[src/rtl/mac_req_arbiter.sv]
// mac_req_arbiter
//   Shares one multiply-add pipeline (result = a*b + c) between NUM_REQ requesters.
//   Requests are granted round-robin. Each issued op carries its requester ID down a tag pipe
//   that runs alongside the MAC pipeline. Results are queued in a first-word-fall-through
//   response FIFO, tagged with that ID. The pipeline cannot stall its output, so issue is
//   credit-limited: ops in flight plus queued responses never exceed RSP_DEPTH. This means
//   every result that comes back always has a FIFO slot.
//
// Optional feature: define MAC_REQ_ARB_CHECK_EN to build the sticky protocol checker that
//   drives err. Without it, err is tied to 0.
//
// Parameters
//   NUM_REQ    number of requesters (2..8)
//   MAC_LAT    pipeline latency in cycles (>= 2)
//   RSP_DEPTH  response FIFO entries (>= MAC_LAT, power of 2)
//
// Ports
//   clk, reset_n               clock (rising edge), async active-low reset
//   req_valid/req_ready        per-requester handshake; req_ready is one-hot or zero
//   req_a/req_b/req_c          packed operands; requester i at [8i+:8] / [16i+:16]
//   mac_valid_in/mac_ready_out issue handshake towards the pipeline
//   mac_in_a/b/c               operands of the granted requester
//   mac_valid_out/mac_result   pipeline result (no backpressure)
//   mac_ready_in               constant 1
//   rsp_valid/rsp_ready        response FIFO head handshake
//   rsp_id/rsp_data            head requester ID and result (0 when empty)
//   busy                       op in flight or response queued
//   err                        sticky protocol error
module mac_req_arbiter #(
    parameter int unsigned NUM_REQ   = 4,
    parameter int unsigned MAC_LAT   = 4,
    parameter int unsigned RSP_DEPTH = 8
) (
    input  logic                       clk,
    input  logic                       reset_n,
    input  logic [NUM_REQ-1:0]         req_valid,
    output logic [NUM_REQ-1:0]         req_ready,
    input  logic [NUM_REQ*8-1:0]       req_a,
    input  logic [NUM_REQ*8-1:0]       req_b,
    input  logic [NUM_REQ*16-1:0]      req_c,
    output logic                       mac_valid_in,
    input  logic                       mac_ready_out,
    output logic [7:0]                 mac_in_a,
    output logic [7:0]                 mac_in_b,
    output logic [15:0]                mac_in_c,
    input  logic                       mac_valid_out,
    input  logic [15:0]                mac_result,
    output logic                       mac_ready_in,
    output logic                       rsp_valid,
    input  logic                       rsp_ready,
    output logic [$clog2(NUM_REQ)-1:0] rsp_id,
    output logic [15:0]                rsp_data,
    output logic                       busy,
    output logic                       err
);

    localparam int unsigned ID_W  = $clog2(NUM_REQ);
    localparam int unsigned PTR_W = $clog2(RSP_DEPTH);
    localparam int unsigned CNT_W = PTR_W + 1;

    // Round-robin pointer: last granted requester.
    logic [ID_W-1:0]  ptr_q;

    // Occupancy accounting for credit.
    logic [CNT_W-1:0] inflight_q, inflight_d;
    logic [CNT_W-1:0] fifo_cnt_q, fifo_cnt_d;
    logic [CNT_W:0]   credit_used;
    logic             credit_ok;

    // Tag pipe mirroring the MAC pipeline.
    logic [MAC_LAT-1:0] tag_v_q;
    logic [ID_W-1:0]    tag_id_q [MAC_LAT];

    // Response FIFO storage.
    logic [ID_W-1:0]  fifo_id_q   [RSP_DEPTH];
    logic [15:0]      fifo_data_q [RSP_DEPTH];
    logic [PTR_W-1:0] wr_ptr_q, rd_ptr_q;

    logic             grant_found;
    logic             grant_any;
    logic [ID_W-1:0]  grant_idx;
    logic [ID_W-1:0]  cand;
    logic             issue;
    logic             ret;
    logic             fifo_full;
    logic             push;
    logic             pop;

    // Pops and pushes in the current cycle are deliberately not counted.
    assign credit_used = {1'b0, inflight_q} + {1'b0, fifo_cnt_q};
    assign credit_ok   = credit_used < (CNT_W + 1)'(RSP_DEPTH);

    // First valid requester after the pointer, with wrap.
    always_comb begin
        grant_found = 1'b0;
        grant_idx   = '0;
        cand        = '0;
        for (int unsigned off = 1; off <= NUM_REQ; off++) begin
            cand = ID_W'((32'(ptr_q) + off) % NUM_REQ);
            if (!grant_found && req_valid[cand]) begin
                grant_found = 1'b1;
                grant_idx   = cand;
            end
        end
    end

    assign grant_any = grant_found & credit_ok;

    // The pipeline counts raw valid_in, so valid is only raised while it is ready.
    assign mac_valid_in = grant_any & mac_ready_out;
    assign issue        = mac_valid_in;

    always_comb begin
        req_ready = '0;
        if (issue) begin
            req_ready[grant_idx] = 1'b1;
        end
    end

    assign mac_in_a     = req_a[32'(grant_idx) * 8 +: 8];
    assign mac_in_b     = req_b[32'(grant_idx) * 8 +: 8];
    assign mac_in_c     = req_c[32'(grant_idx) * 16 +: 16];
    assign mac_ready_in = 1'b1;

    // FIFO control. A push into a full FIFO is only taken when the head leaves the same cycle.
    assign rsp_valid = (fifo_cnt_q != '0);
    assign fifo_full = (fifo_cnt_q == CNT_W'(RSP_DEPTH));
    assign pop       = rsp_valid & rsp_ready;
    assign push      = mac_valid_out & (~fifo_full | pop);
    // A stray result with nothing in flight must not underflow the counter.
    assign ret       = mac_valid_out & (inflight_q != '0);

    always_comb begin
        inflight_d = inflight_q;
        if (issue && !ret) begin
            inflight_d = inflight_q + 1'b1;
        end else if (!issue && ret) begin
            inflight_d = inflight_q - 1'b1;
        end
    end

    always_comb begin
        fifo_cnt_d = fifo_cnt_q;
        if (push && !pop) begin
            fifo_cnt_d = fifo_cnt_q + 1'b1;
        end else if (!push && pop) begin
            fifo_cnt_d = fifo_cnt_q - 1'b1;
        end
    end

    always_ff @(posedge clk or negedge reset_n) begin
        if (!reset_n) begin
            ptr_q      <= ID_W'(NUM_REQ - 1);
            inflight_q <= '0;
            fifo_cnt_q <= '0;
            wr_ptr_q   <= '0;
            rd_ptr_q   <= '0;
            tag_v_q    <= '0;
            for (int i = 0; i < MAC_LAT; i++) begin
                tag_id_q[i] <= '0;
            end
        end else begin
            if (issue) begin
                ptr_q <= grant_idx;
            end
            inflight_q  <= inflight_d;
            fifo_cnt_q  <= fifo_cnt_d;
            tag_v_q     <= {tag_v_q[MAC_LAT-2:0], issue};
            tag_id_q[0] <= grant_idx;
            for (int i = 1; i < MAC_LAT; i++) begin
                tag_id_q[i] <= tag_id_q[i-1];
            end
            if (push) begin
                wr_ptr_q <= wr_ptr_q + 1'b1;
            end
            if (pop) begin
                rd_ptr_q <= rd_ptr_q + 1'b1;
            end
        end
    end

    // Storage needs no reset: the head is masked while the FIFO is empty.
    always_ff @(posedge clk) begin
        if (push) begin
            fifo_id_q[wr_ptr_q]   <= tag_id_q[MAC_LAT-1];
            fifo_data_q[wr_ptr_q] <= mac_result;
        end
    end

    assign rsp_id   = rsp_valid ? fifo_id_q[rd_ptr_q] : '0;
    assign rsp_data = rsp_valid ? fifo_data_q[rd_ptr_q] : '0;
    assign busy     = (inflight_q != '0) | rsp_valid;

`ifdef MAC_REQ_ARB_CHECK_EN
    logic               err_q;
    logic               err_event;
    logic [NUM_REQ-1:0] req_valid_q;
    logic [NUM_REQ-1:0] req_ready_q;

    // A requester that was waiting last cycle must still be valid now.
    assign err_event = (mac_valid_out & ~tag_v_q[MAC_LAT-1])
                     | (tag_v_q[MAC_LAT-1] & ~mac_valid_out)
                     | (mac_valid_out & fifo_full & ~pop)
                     | (|(req_valid_q & ~req_ready_q & ~req_valid));

    always_ff @(posedge clk or negedge reset_n) begin
        if (!reset_n) begin
            err_q       <= 1'b0;
            req_valid_q <= '0;
            req_ready_q <= '0;
        end else begin
            err_q       <= err_q | err_event;
            req_valid_q <= req_valid;
            req_ready_q <= req_ready;
        end
    end

    assign err = err_q;
`else
    assign err = 1'b0;
`endif

endmodule

[config.mk]
export PLATFORM = sky130hd
export DESIGN_NAME = mac_req_arbiter
export DESIGN_NICKNAME = d
export VERILOG_FILES = /design/src/rtl/mac_req_arbiter.sv
export SDC_FILE = /design/constraint.sdc
export NUM_CORES = 1
export LEC_CHECK = 0
export ABC_CLOCK_PERIOD_IN_PS = 2900
export BUFFER_PORTS_ARGS = -buffer_cell sky130_fd_sc_hd__buf_2
export CORE_ASPECT_RATIO = 1.75
export CORE_MARGIN = 2
export CORE_UTILIZATION = 25
export CTS_CLUSTER_DIAMETER = 30
export CTS_CLUSTER_SIZE = 40
export DETAILED_ROUTE_END_ITERATION = 12
export GPL_TIMING_DRIVEN = 0
export HOLD_SLACK_MARGIN = 0.06
export PLACE_DENSITY_LB_ADDON = 0.2
export REMOVE_ABC_BUFFERS = 1
export SYNTH_ARGS = -nofsm -noshare
export SYNTH_HDL_FRONTEND = slang
export SYNTH_SLANG_ARGS = --single-unit
[constraint.sdc]
create_clock -name clk -period 2.9 [get_ports clk]
set_input_delay 0.145 -clock clk [delete_from_list [all_inputs] [get_ports clk]]
set_output_delay 0.145 -clock clk [all_outputs]
set_load 0.05 [all_outputs]
# Yosys cells after proc, flatten, opt, wreduce, memory -nomap -nowiden
# Memory sizes are Yosys's and may differ from the RTL's.
# Index checks and enable logic that the tools add are counted.
# totals
register_bits	24
ramBits	144
in_bits	153
output_inout_bits	59
wordCells	87
mem_count	2
# memory_table
name	depth	word_bits	read_ports	rd_clocked_by_memory_dff	write_ports	line	rtl
fifo_data_q	8	16	1	0	1	76	logic [15:0] fifo_data_q [RSP_DEPTH];
fifo_id_q	8	2	1	0	1	75	logic [ID_W-1:0] fifo_id_q [RSP_DEPTH];
# op_classes
add_sub_neg	11
magnitude_cmp	7
eq_ne	1
shift	3
muxes	27
bitwise_logic	8
n_reduce_logical	19
# ops
cell	n
$shiftx 32x6->8	2
$shiftx 64x7->16	1
$mux 4	5
$mux 16	1
$lt 2x3->1 const B	5
$mux 1	11
$mux 2	5
$add 4x1->4 const B	2
$bmux 1 s2	4
$logic_and 1x1->1	8
$reduce_bool 4->1	2
$sub 4x1->4 const B	2
$logic_not 1->1	7
$add 3x1->3 const B	2
$add 4x4->5	1
$and 1x1->1	5
$lt 5x4->1 const B	1
$add 2x1->2 const B	2
$add 2x2->2 const B	2
$eq 4x4->1 const B	1
$reduce_bool 2->1	2
$demux 1 s2	1
$ge 2x1->1 const B	1
$or 1x1->1	2
$not 1->1	1

# Depth between registers and ports, before layout
# Gate-level depths: netlist (run 1).
# logic_depth
depth_word	19
mapped_depth	11
ltp_nobuf	11

# Worst setup path after synthesis (run 1)
# Ideal clock, no wire load.
# synth_timing
path_type	reg2reg
startpoint	register inflight_q[3]
endpoint	register inflight_q[3]
setup_time_ps	80
arrival_ps	3111
required_ps	2820
setup_slack_ps	-291
stages_incl_launch_ff	12
path_buffers	0
synth_period_minus_slack_ps	3191
path_cell_list	dfrtp_1 > ha_1 > or4b_1 > a221o_1 > inv_1 > ha_1 > inv_1 > ha_1 > a21o_1 > a21oi_1 > mux2i_1 > xnor2_1
# synth_between
elab_chain_cells	7
elab_cells_between_ends	15
cone_classes	add/sub (3); order compare (1); mux (2); bitwise (3); reduce/logical (6)
# synth_rtl
element	line	rtl
from (decl)	65	logic [CNT_W-1:0] inflight_q, inflight_d;
from (signal assigned)	166	inflight_q <= inflight_d;
$add 4x4->5 (*)	90	assign credit_used = {1'b0, inflight_q} + {1'b0, fifo_cnt_q};
$lt 5x4->1 (*)	91	assign credit_ok = credit_used < (CNT_W + 1)'(RSP_DEPTH);
$and 1x1->1 (*)	107	assign grant_any = grant_found & credit_ok;
$and 1x1->1 (*)	110	assign mac_valid_in = grant_any & mac_ready_out;
net mac_valid_in	41	output logic mac_valid_in,
$logic_not 1->1	137	end else if (!issue && ret) begin
$logic_and 1x1->1	137	
$reduce_bool 2->1 (no source line)	n/a	
# Mark *: on every way through the listed nets, which the timed path passes. The rest lies on a longest branch. The select of a mux whose other input is x is not followed.
# A chain may end at the register's enable or synchronous reset.

# Worst setup path after layout (run 1)
# layout_timing
startpoint	register fifo_cnt_q[3]
endpoint	register inflight_q[3]
# layout_between
elab_chain_cells	7
elab_cells_between_ends	9
cone_classes	add/sub (1); order compare (1); mux (1); bitwise (2); reduce/logical (4)
# layout_rtl
element	line	rtl
from (decl)	66	logic [CNT_W-1:0] fifo_cnt_q, fifo_cnt_d;
from (signal assigned)	167	fifo_cnt_q <= fifo_cnt_d;
$add 4x4->5 (*)	90	
$lt 5x4->1 (*)	91	
$and 1x1->1 (*)	107	
$and 1x1->1 (*)	110	
$logic_not 1->1	137	
$logic_and 1x1->1	137	
$reduce_bool 2->1 (no source line)	n/a	
# Every way passes the cells marked *; elsewhere a longest branch is shown, timed or not.

==> impl_metrics.csv, run 1 <==
group,metric,value,unit
clock_tree,cts_tree,"yes",
worst_setup_path,endpoint_kind,"flop",
hold_path,worst_hold_path_type,"in -> reg",
drt,drc,0,
synth,yosysWarnings,0,
drt,routed_via_density,5.01,
synth,syn-cell-area,7950,um2
drt,post_drt_wl_per_cell,19.8,um
drt,drtIter0Drc,268,
floorplanning,core,31400,um2
global_route,grt_max_degree,39,
global_route,grt_pass1_vias,6433,
worst_setup_path,crit_fanout,4,
clock_tree,clk_latency,430,ps
floorplanning,io_pins,212,
drt,ant_nets,0,
sta,rsz0062_at_grt,"yes",
sta,slew_viol_final,0,
global_route,grt_antenna_before_repair,0,
sta,worst_slew_pin_slew,830,ps
clock_tree,cts-root-buf,"clkbuf_16",
floorplanning,rows,86,
sta,tns,0,ps
global_route,gr-usage-all-layers,0.144,
sta,period_minus_slack,2850,ps
synth,yosysUniqueCellTypes,40,
worst_setup_path,path_class,"reg -> reg",
global_route,grt_pass1_wl,36.6,mm
sta,setup_viol,0,
placed_design,hpwl,15.6,mm
run,max_cap_violations,0,
placed_design,place_congestion,0.795,
sta,relSlewSlack,0.447,
layout,drive_above_1_share,0.450,
layout,diodes,0,
sta,fmax,0.350,GHz
clock_tree,cts.path.max_buffers,2,
synth,synth_cells,550,
synth,synth_area_per_cell,14.5,um2
power,p_total,12.2,mW
floorplanning,start_util,0.253,
sta,skew,9.33,ps
global_route,grt-ovfl-total,0,
placed_design,dp_slack,-384,ps
sta,worst_slack,45.4,ps
layout,finalNetCount,961,
floorplanning,die_w,139,um
synth,ys_seq_elements,168,
drt,vias,6027,
floorplanning,die_y,240,um
clock_tree,cts.sinks,168,
clock_tree,cts_buffers,17,
synth,postSynth.asyncResetShare,0.143,
clock_tree,cts.htree.levels,4,
clock_tree,clkTransAtPathRegs,70,ps
placed_design,port-buffer-count,209,
synth,ys_seq_area_frac,0.620,
synth,synth_edf_count,144,
worst_setup_path,crit_arrival,3220,ps
worst_setup_path,worst-r2r-setup-slack,50,ps
power,ir_worst_vdd,0.000720,V
drt,routed_wl,23.8,mm
synth,synth_ff_type,"edfxtp_1",
floorplanning,dieArea,33300,um2
status,status,"completed",
power,p_per_area,1120,nW/um2
layout,layout.cells.non_filler,1203,
drt,drt_first_pass_iters,5,
worst_setup_path,startpoint_type,"flop",
placed_design,placed_cells,1122,
power,cellLeakagePower,4.03,nW
sta,finalHoldViolations,0,
worst_setup_path,cp.required,3260,ps
sta,min_period_over_period,0.984,
layout,area_growth,36.9,%
==> flip-flops by register name, indices dropped and copies added, names as in the netlist <==
register,flops
fifo_data_q,128
fifo_id_q,16
tag_id_q,8
fifo_cnt_q,4
inflight_q,4
rd_ptr_q,3
wr_ptr_q,3
ptr_q,2
==> metrics by stage <==
stage | util | cell area, um2 | hold slack, ps
2_1_floorplan | - | 7740 | -151
3_3_place_gp | 0.295 | 9280 | 184
3_5_place_dp | 0.310 | 9730 | 188
4_1_cts | 0.341 | 10700 | 205
5_1_grt | 0.346 | 10900 | 239
6_report | 0.346 | 10900 | 232
==> cells by family (layout without fill, tap and decap cells) <==
logic type	count (synthesis)	in the layout	share of synthesized area
muxes	61	61	0.134
and+or+nand+nor	96	99	0.0573
xor gates and xnor gates	10	10	0.0110
other	2	2	0.000945
DFF	168	168	0.620
AOI/OAI and AO/OA	144	147	0.125
buffers and inverters	56	307	0.0294
adders and majority gates	13	13	0.0223
==> metal layers <==
metal / track usage / wire length, um / part of all wire / vias up
met5: 0 / 0 / 0 / -
met4: 0.0839 / 1270 / 0.053 / 0
met3: 0.0331 / 1410 / 0.059 / 59
met2: 0.273 / 12800 / 0.54 / 307
met1: 0.143 / 8330 / 0.35 / 2935
li1: - / - / - / 2726
==> path summary, 6_finish.rpt <==
| check | start | to | cells after the start |
|---|---|---|---|
| min in group asynchronous | reset_n | fifo_cnt_q[3] | 2 |
| worst min register to register | tag_id_q[2] | tag_id_q[0] | 0 |
| worst max register to register | fifo_cnt_q[3] | inflight_q[3] | 11 |
| worst max-delay path | fifo_cnt_q[3] | inflight_q[3] | 11 |
| max in group asynchronous | reset_n | rd_ptr_q[0] | 2 |
| worst min-delay path | mac_valid_out | inflight_q[0] | 4 |
==> cells in the mapped netlist, drive strengths merged (3+ instances only) <==
cell      n  area share
nor3      4      0.0025
o21ai    67       0.042
nor2     35       0.017
nand2b    4      0.0031
mux2      4      0.0057
ha       11       0.017
buf      15       0.010
nand3    33       0.021
inv       6      0.0028
mux2i    21       0.026
clkbuf   35       0.017
edfxtp  144        0.54
nand2    11      0.0052
a21oi     3      0.0019
mux4     36        0.10
a21o      3      0.0028
a32oi    64       0.071
xnor2     9      0.0099
dfrtp    22       0.069
==> critical path, stage by stage (launching register included) <==
cell     delay, ps
dfrtp_2        430
ha_4           230
or4b_1         510
a221o_2        380
inv_2          100
ha_4           130
inv_2           50
ha_1           270
a21o_1         170
a21oi_2        150
mux2i_1        240
xnor2_1        130
==> timing repair <==
item / CTS / global route
setup endpoints to repair: 40 / 33
pin swaps: 10 / 9
gates cloned: 5 / 1
setup buffers: 14 / 12
hold buffers: 18 / 0
hold endpoints to repair: 152 / 0
resized for setup: 22 / 13
==> report_power, final <==
group | total [mW] | switching, mW | internal (mW) | leakage (nW)
Combinational | 6.25 | 3.99 | 2.26 | 2.16
Clock | 2.25 | 0.909 | 1.34 | 0.287
Sequential | 3.66 | 0.517 | 3.15 | 1.58
==> layout make-up <==
type / count / area (um2)
Fill cell: 3115 / 20500
Clock buffer: 18 / 429
Multi-Input combinational cell: 332 / 3030
Inverter: 6 / 22.5
Clock inverter: 13 / 156
Tap cell: 396 / 495
Timing Repair Buffer: 270 / 1810
Sequential cell: 168 / 4930
==> cells in the final DEF (no fill, tap or decap), types with 9 or more instances in the layout <==
cell type / count
ha_1: 9
mux4_2: 36
xnor2_1: 9
o21ai_0: 66
edfxtp_1: 144
clkbuf_16: 17
nand3_1: 33
nand2_1: 11
mux2i_1: 20
buf_16: 9
dlygate4sd3_1: 18
dfrtp_1: 19
buf_2: 202
buf_4: 29
nor2_1: 25
a32oi_1: 64
Note: power is estimated with default switching activity, not from simulation.
==> run 2, diff against run 1 <==
--- a/config.mk
+++ b/config.mk
@@ -13,7 +13,6 @@
 export CTS_CLUSTER_DIAMETER = 30
 export CTS_CLUSTER_SIZE = 40
 export DETAILED_ROUTE_END_ITERATION = 12
-export GPL_TIMING_DRIVEN = 0
 export HOLD_SLACK_MARGIN = 0.06
 export PLACE_DENSITY_LB_ADDON = 0.2
 export REMOVE_ABC_BUFFERS = 1
==> impl_metrics.csv, run 2 (synthesis gave the netlist of run 1 again) <==
group,metric,value,unit
status,status,"completed",
layout,drive_above_1_share,0.425,
clock_tree,clk_latency,430,ps
power,cellLeakagePower,3.88,nW
layout,regMostFlops,"fifo_data_q",
worst_setup_path,crit_arrival,2660,ps
sta,slew_viol_final,0,
sta,worst_slew_pin_slew,585,ps
floorplanning,dieArea,33300,um2
drt,ant_nets,0,
power,internal_power,6.34,mW
layout,layout.cells.non_filler,1189,
worst_setup_path,startpoint_type,"flop",
drt,vias,5849,
global_route,grt_pass1_vias,6407,
drt,post_drt_wl_per_cell,18.7,um
hold_path,worst_hold_path_type,"in -> reg",
clock_tree,cts.htree.levels,4,
sta,period_minus_slack,2810,ps
layout,top_regs,"fifo_data_q (128), fifo_id_q (16), tag_id_q (8)",
power,switching_share,0.452,
layout,finalNetCount,946,
worst_setup_path,reg2reg_from,"inflight_q[2]",
power,p_per_area,1110,nW/um2
worst_setup_path,endpoint_kind,"output pin",
power,ir_worst_vdd,0.000827,V
clock_tree,cts.sinks,168,
power,combPwrFrac,0.526,
global_route,grt_max_degree,67,
drt,drt_first_pass_iters,5,
worst_setup_path,cp.required,2760,ps
power,seqPwrFrac,0.292,
floorplanning,die_y,240,um
hold_path,hold_end,"wr_ptr_q[0]",
sta,min_period_over_period,0.968,
worst_setup_path,startpoint,"inflight_q[2]",
worst_setup_path,rr_worst_depth,11,
global_route,gr-usage-all-layers,0.136,
power,power.switching,5.23,mW
hold_path,holdCritStartpoint,"mac_valid_out",
floorplanning,core,31400,um2
worst_setup_path,path_class,"reg -> out",
global_route,grt_antenna_before_repair,0,
global_route,grt_pass1_wl,34.9,mm
hold_path,hold_path_depth,3,
layout,diodes,0,
worst_setup_path,worst-r2r-setup-slack,150,ps
clock_tree,cts_buffers,17,
clock_tree,cts.path.max_buffers,2,
drt,routed_via_density,4.92,
worst_setup_path,reg2reg_to,"inflight_q[3]",
run,max_cap_violations,0,
sta,finalHoldViolations,0,
placed_design,placed_cells,1137,
floorplanning,rows,86,
layout,largest_reg_flops,128,
clock_tree,clkTransAtPathRegs,70,ps
floorplanning,start_util,0.253,
clock_tree,cts-root-buf,"clkbuf_16",
sta,fmax,0.356,GHz
placed_design,place_congestion,0.785,
floorplanning,die_w,139,um
layout,area_growth,31.4,%
worst_setup_path,crit_fanout,6,
layout,mostFrequentLayoutCells,"buf_2 (206), edfxtp_1 (144), o21ai_0 (67), a32oi_1 (64), mux4_2 (36)",
floorplanning,io_pins,212,
layout,post-route-util,0.332,
sta,holdWs,209,ps
placed_design,hpwl,15.7,mm
placed_design,port-buffer-count,209,
clock_tree,cts_tree,"yes",
layout,final_common_cell,"buf_2",
global_route,grt-ovfl-total,0,
drt,drc,0,
sta,skew,8.45,ps
sta,rsz0062_at_grt,"no",
drt,routed_wl,22.2,mm
sta,relSlewSlack,0.606,
layout,fin_area,10400,um2
power,clkPwrFrac,0.182,
sta,setup_viol,0,
placed_design,dpl-instance-area,9640,um2
drt,drtIter0Drc,264,
run 2: worst max-delay path, cell delays in order, from the launching register on:
cell and delay (ps):
dfrtp_1 430, ha_2 190, or4b_1 520, a221o_1 320, buf_6 150, or3_4 370, nor2_4 100, buf_6 160
run 2: final cells by class:
| cell class | instances | area [um2] |
|---|---|---|
| tap | 396 | 495 |
| inverter | 6 | 22.5 |
| timing repair buffer | 261 | 1570 |
| sequential | 168 | 4930 |
| multi-input combinational | 326 | 2880 |
| fill | 3156 | 21000 |
| clock inverter | 14 | 124 |
| clock buffer | 18 | 429 |
run 2: power by group through the flow:
stage	Combinational, mW	Clock [mW]	Sequential [mW]
after CTS	6.17	2.19	3.39
final	6.09	2.11	3.38
after detailed placement	6.10	0	3.44
after floorplan	4.08	0	3.59
after global routing	6.54	2.28	3.44
after global placement	6.11	0	3.43
run 2: timing repair:
item / 4_1_cts / 5_1_grt
resized for setup: 11 / 5
setup endpoints to repair: 3 / 4
hold endpoints to repair: 152 / 0
buffers inserted: 0 / 2
gates cloned: 0 / 0
pin swaps: 1 / 4
hold buffers: 18 / 0
run 2: worst max-delay path by stage:
stage               endpoint  slack, ps
6_report        req_ready[3]         90
5_1_grt         req_ready[2]          5
4_1_cts        inflight_q[3]         10
3_5_place_dp   inflight_q[3]         30
3_3_place_gp   inflight_q[3]         30
2_1_floorplan   req_ready[0]      -1440
run 2: metal layers:
metal	GRT usage	vias up	wire length (um)	part of all wire
li1	-	2681	-	-
met2	0.260	267	12200	0.55
met1	0.138	2864	7770	0.35
met3	0.0329	37	1450	0.065
met5	0	-	0	0
met4	0.0627	0	815	0.037
run 2: per-stage QoR:
step                power, mW  TNS, ps  setup WS, ps
CTS                      11.7        0          12.8
global placement         9.54        0          29.4
floorplan                7.67   -48670         -1440
global route             12.3        0          5.06
detailed placement       9.54        0          33.7
finish                   11.6        0          91.5
==> run 3, diff against run 2 <==
--- a/config.mk
+++ b/config.mk
@@ -5,7 +5,7 @@
 export SDC_FILE = /design/constraint.sdc
 export NUM_CORES = 1
 export LEC_CHECK = 0
-export ABC_CLOCK_PERIOD_IN_PS = 2900
+export ABC_CLOCK_PERIOD_IN_PS = 2300
 export BUFFER_PORTS_ARGS = -buffer_cell sky130_fd_sc_hd__buf_2
 export CORE_ASPECT_RATIO = 1.75
 export CORE_MARGIN = 2
==> constraint.sdc (replaced) <==
create_clock -name clk -period 2.3 [get_ports clk]
set_input_delay 0.115 -clock clk [delete_from_list [all_inputs] [get_ports clk]]
set_output_delay 0.115 -clock clk [all_outputs]
set_load 0.05 [all_outputs]
==> impl_metrics.csv, run 3 (synthesis gave the netlist of run 1 again) <==
group,metric,value,unit
sta,worst_slack,-473,ps
layout,finalNetCount,1030,
clock_tree,cts.sinks,168,
global_route,grt_pass1_vias,6942,
placed_design,place_congestion,0.807,
global_route,grt_pass1_wl,39.4,mm
drt,wl_met3,1.60,mm
status,violations,"negative setup slack",
layout,area_growth,56.9,%
sta,setup_viol,42,
floorplanning,io_pins,212,
drt,drt-met1-wl,8.66,mm
clock_tree,clk_latency,430,ps
clock_tree,cts_buffers,17,
drt,drc,0,
drt,routed_via_density,4.99,
placed_design,port-buffer-count,209,
global_route,grt-ovfl-total,0,
clock_tree,clkTransAtPathRegs,70,ps
layout,drive_above_1_share,0.559,
power,cellLeakagePower,4.71,nW
placed_design,dp_slack,-592,ps
sta,min_period_over_period,1.21,
layout,fillers,2947,
clock_tree,cts_tree,"yes",
run,max_cap_violations,0,
clock_tree,cts.htree.levels,4,
drt,route.met2.wl,14.9,mm
clock_tree,cts.path.max_buffers,2,
worst_setup_path,crit_arrival,2660,ps
layout,regMostFlops,"fifo_data_q",
power,ir_worst_vdd,0.00117,V
floorplanning,die_w,139,um
sta,worst_slew_pin_slew,589,ps
hold_path,hold_path_depth,4,
drt,drt_first_pass_iters,4,
floorplanning,rows,86,
floorplanning,core,31400,um2
clock_tree,cts-root-buf,"clkbuf_16",
layout,mostFrequentLayoutCells,"buf_2 (166), edfxtp_1 (144), buf_4 (76), mux4_2 (36), a32oi_1 (35)",
worst_setup_path,cp.required,2180,ps
layout,top_regs,"fifo_data_q (128), fifo_id_q (16), tag_id_q (8)",
sta,fmax,0.361,GHz
worst_setup_path,rr_worst_depth,12,
drt,routed.top_layer,"met4",
layout,regArea,4930,um2
global_route,grt_max_degree,37,
placed_design,hpwl,16.0,mm
worst_setup_path,crit_fanout,5,
sta,tns,-9930,ps
drt,post_drt_wl_per_cell,21.1,um
drt,vias,6356,
sta,relSlewSlack,0.607,
global_route,gr-usage-all-layers,0.159,
layout,multiInputGateArea,3360,um2
layout,diodes,0,
hold_path,worst_hold_path_type,"in -> reg",
sta,rsz0062_at_grt,"yes",
sta,slew_viol_final,0,
drt,drtIter0Drc,329,
status,status,"finished with violations",
layout,largest_reg_flops,128,
drt,ant_nets,0,
sta,skew,9.09,ps
floorplanning,dieArea,33300,um2
worst_setup_path,endpoint_kind,"output pin",
global_route,grt_antenna_before_repair,0,
worst_setup_path,startpoint_type,"flop",
layout,fin_area,12500,um2
floorplanning,die_y,240,um
sta,finalHoldViolations,0,
placed_design,dpl-instance-area,9990,um2
worst_setup_path,path_class,"reg -> out",
floorplanning,start_util,0.253,
power,p_per_area,1420,nW/um2
drt,routed_wl,26.8,mm
sta,period_minus_slack,2770,ps
layout,final_common_cell,"buf_2",
[run 3: metal layers]
metal / vias to the layer above / global-route usage
met1: 3092 / 0.145
met4: 0 / 0.0983
li1: 2860 / -
met5: - / 0
met3: 80 / 0.0396
met2: 324 / 0.309
[run 3: through the flow]
stage	total power [mW]	cells	util	hold WS, ps
finish	17.7	1273	0.397	202
global route	18.5	1273	0.397	209
CTS	17.3	1262	0.384	182
detailed placement	12.4	1163	0.318	159
global placement	12.5	1163	0.318	162
floorplan	9.67	500	-	-181
[run 3: worst paths after layout]
path                                  to  slack, ps           from
max                         req_ready[3]       -470  fifo_cnt_q[3]
min                        inflight_q[2]        200  mac_valid_out
max reg2reg                inflight_q[3]       -450  fifo_cnt_q[3]
min in group asynchronous    tag_id_q[6]        220        reset_n
max in group asynchronous    rd_ptr_q[0]       1650        reset_n
min reg2reg                  tag_id_q[0]        350    tag_id_q[2]
[run 3: cell type report]
type,instances,area share
multi-input cells,326,0.269
repair buffers,345,0.252
well taps,396,0.0397
inverters,6,0.00221
clock buffers,18,0.0344
flip-flops and latches,168,0.395
clock inverters,14,0.00792
[run 3: worst max-delay path, cell delays in order (launching register included)]
cell	delay (ps)
dfrtp_1	380
ha_1	280
or4b_1	460
a221o_1	320
buf_6	150
or3_4	370
nor2_4	100
buf_6	160
[run 3: repair_timing]
action,CTS,global route
hold endpoints to repair,153,0
gates resized for setup,175,69
cloned,16,3
hold buffers,18,0
pin swaps,60,53
endpoints found under the setup margin,62,76
setup buffers,33,10
[run 3: power by group]
part           total [mW]  switching, mW  internal, mW  leakage (nW)
registers            4.23          0.269          3.96          1.59
logic                10.9           6.13          4.74          2.87
clock network        2.60           1.21          1.39         0.260
total                17.7           7.61          10.1          4.71
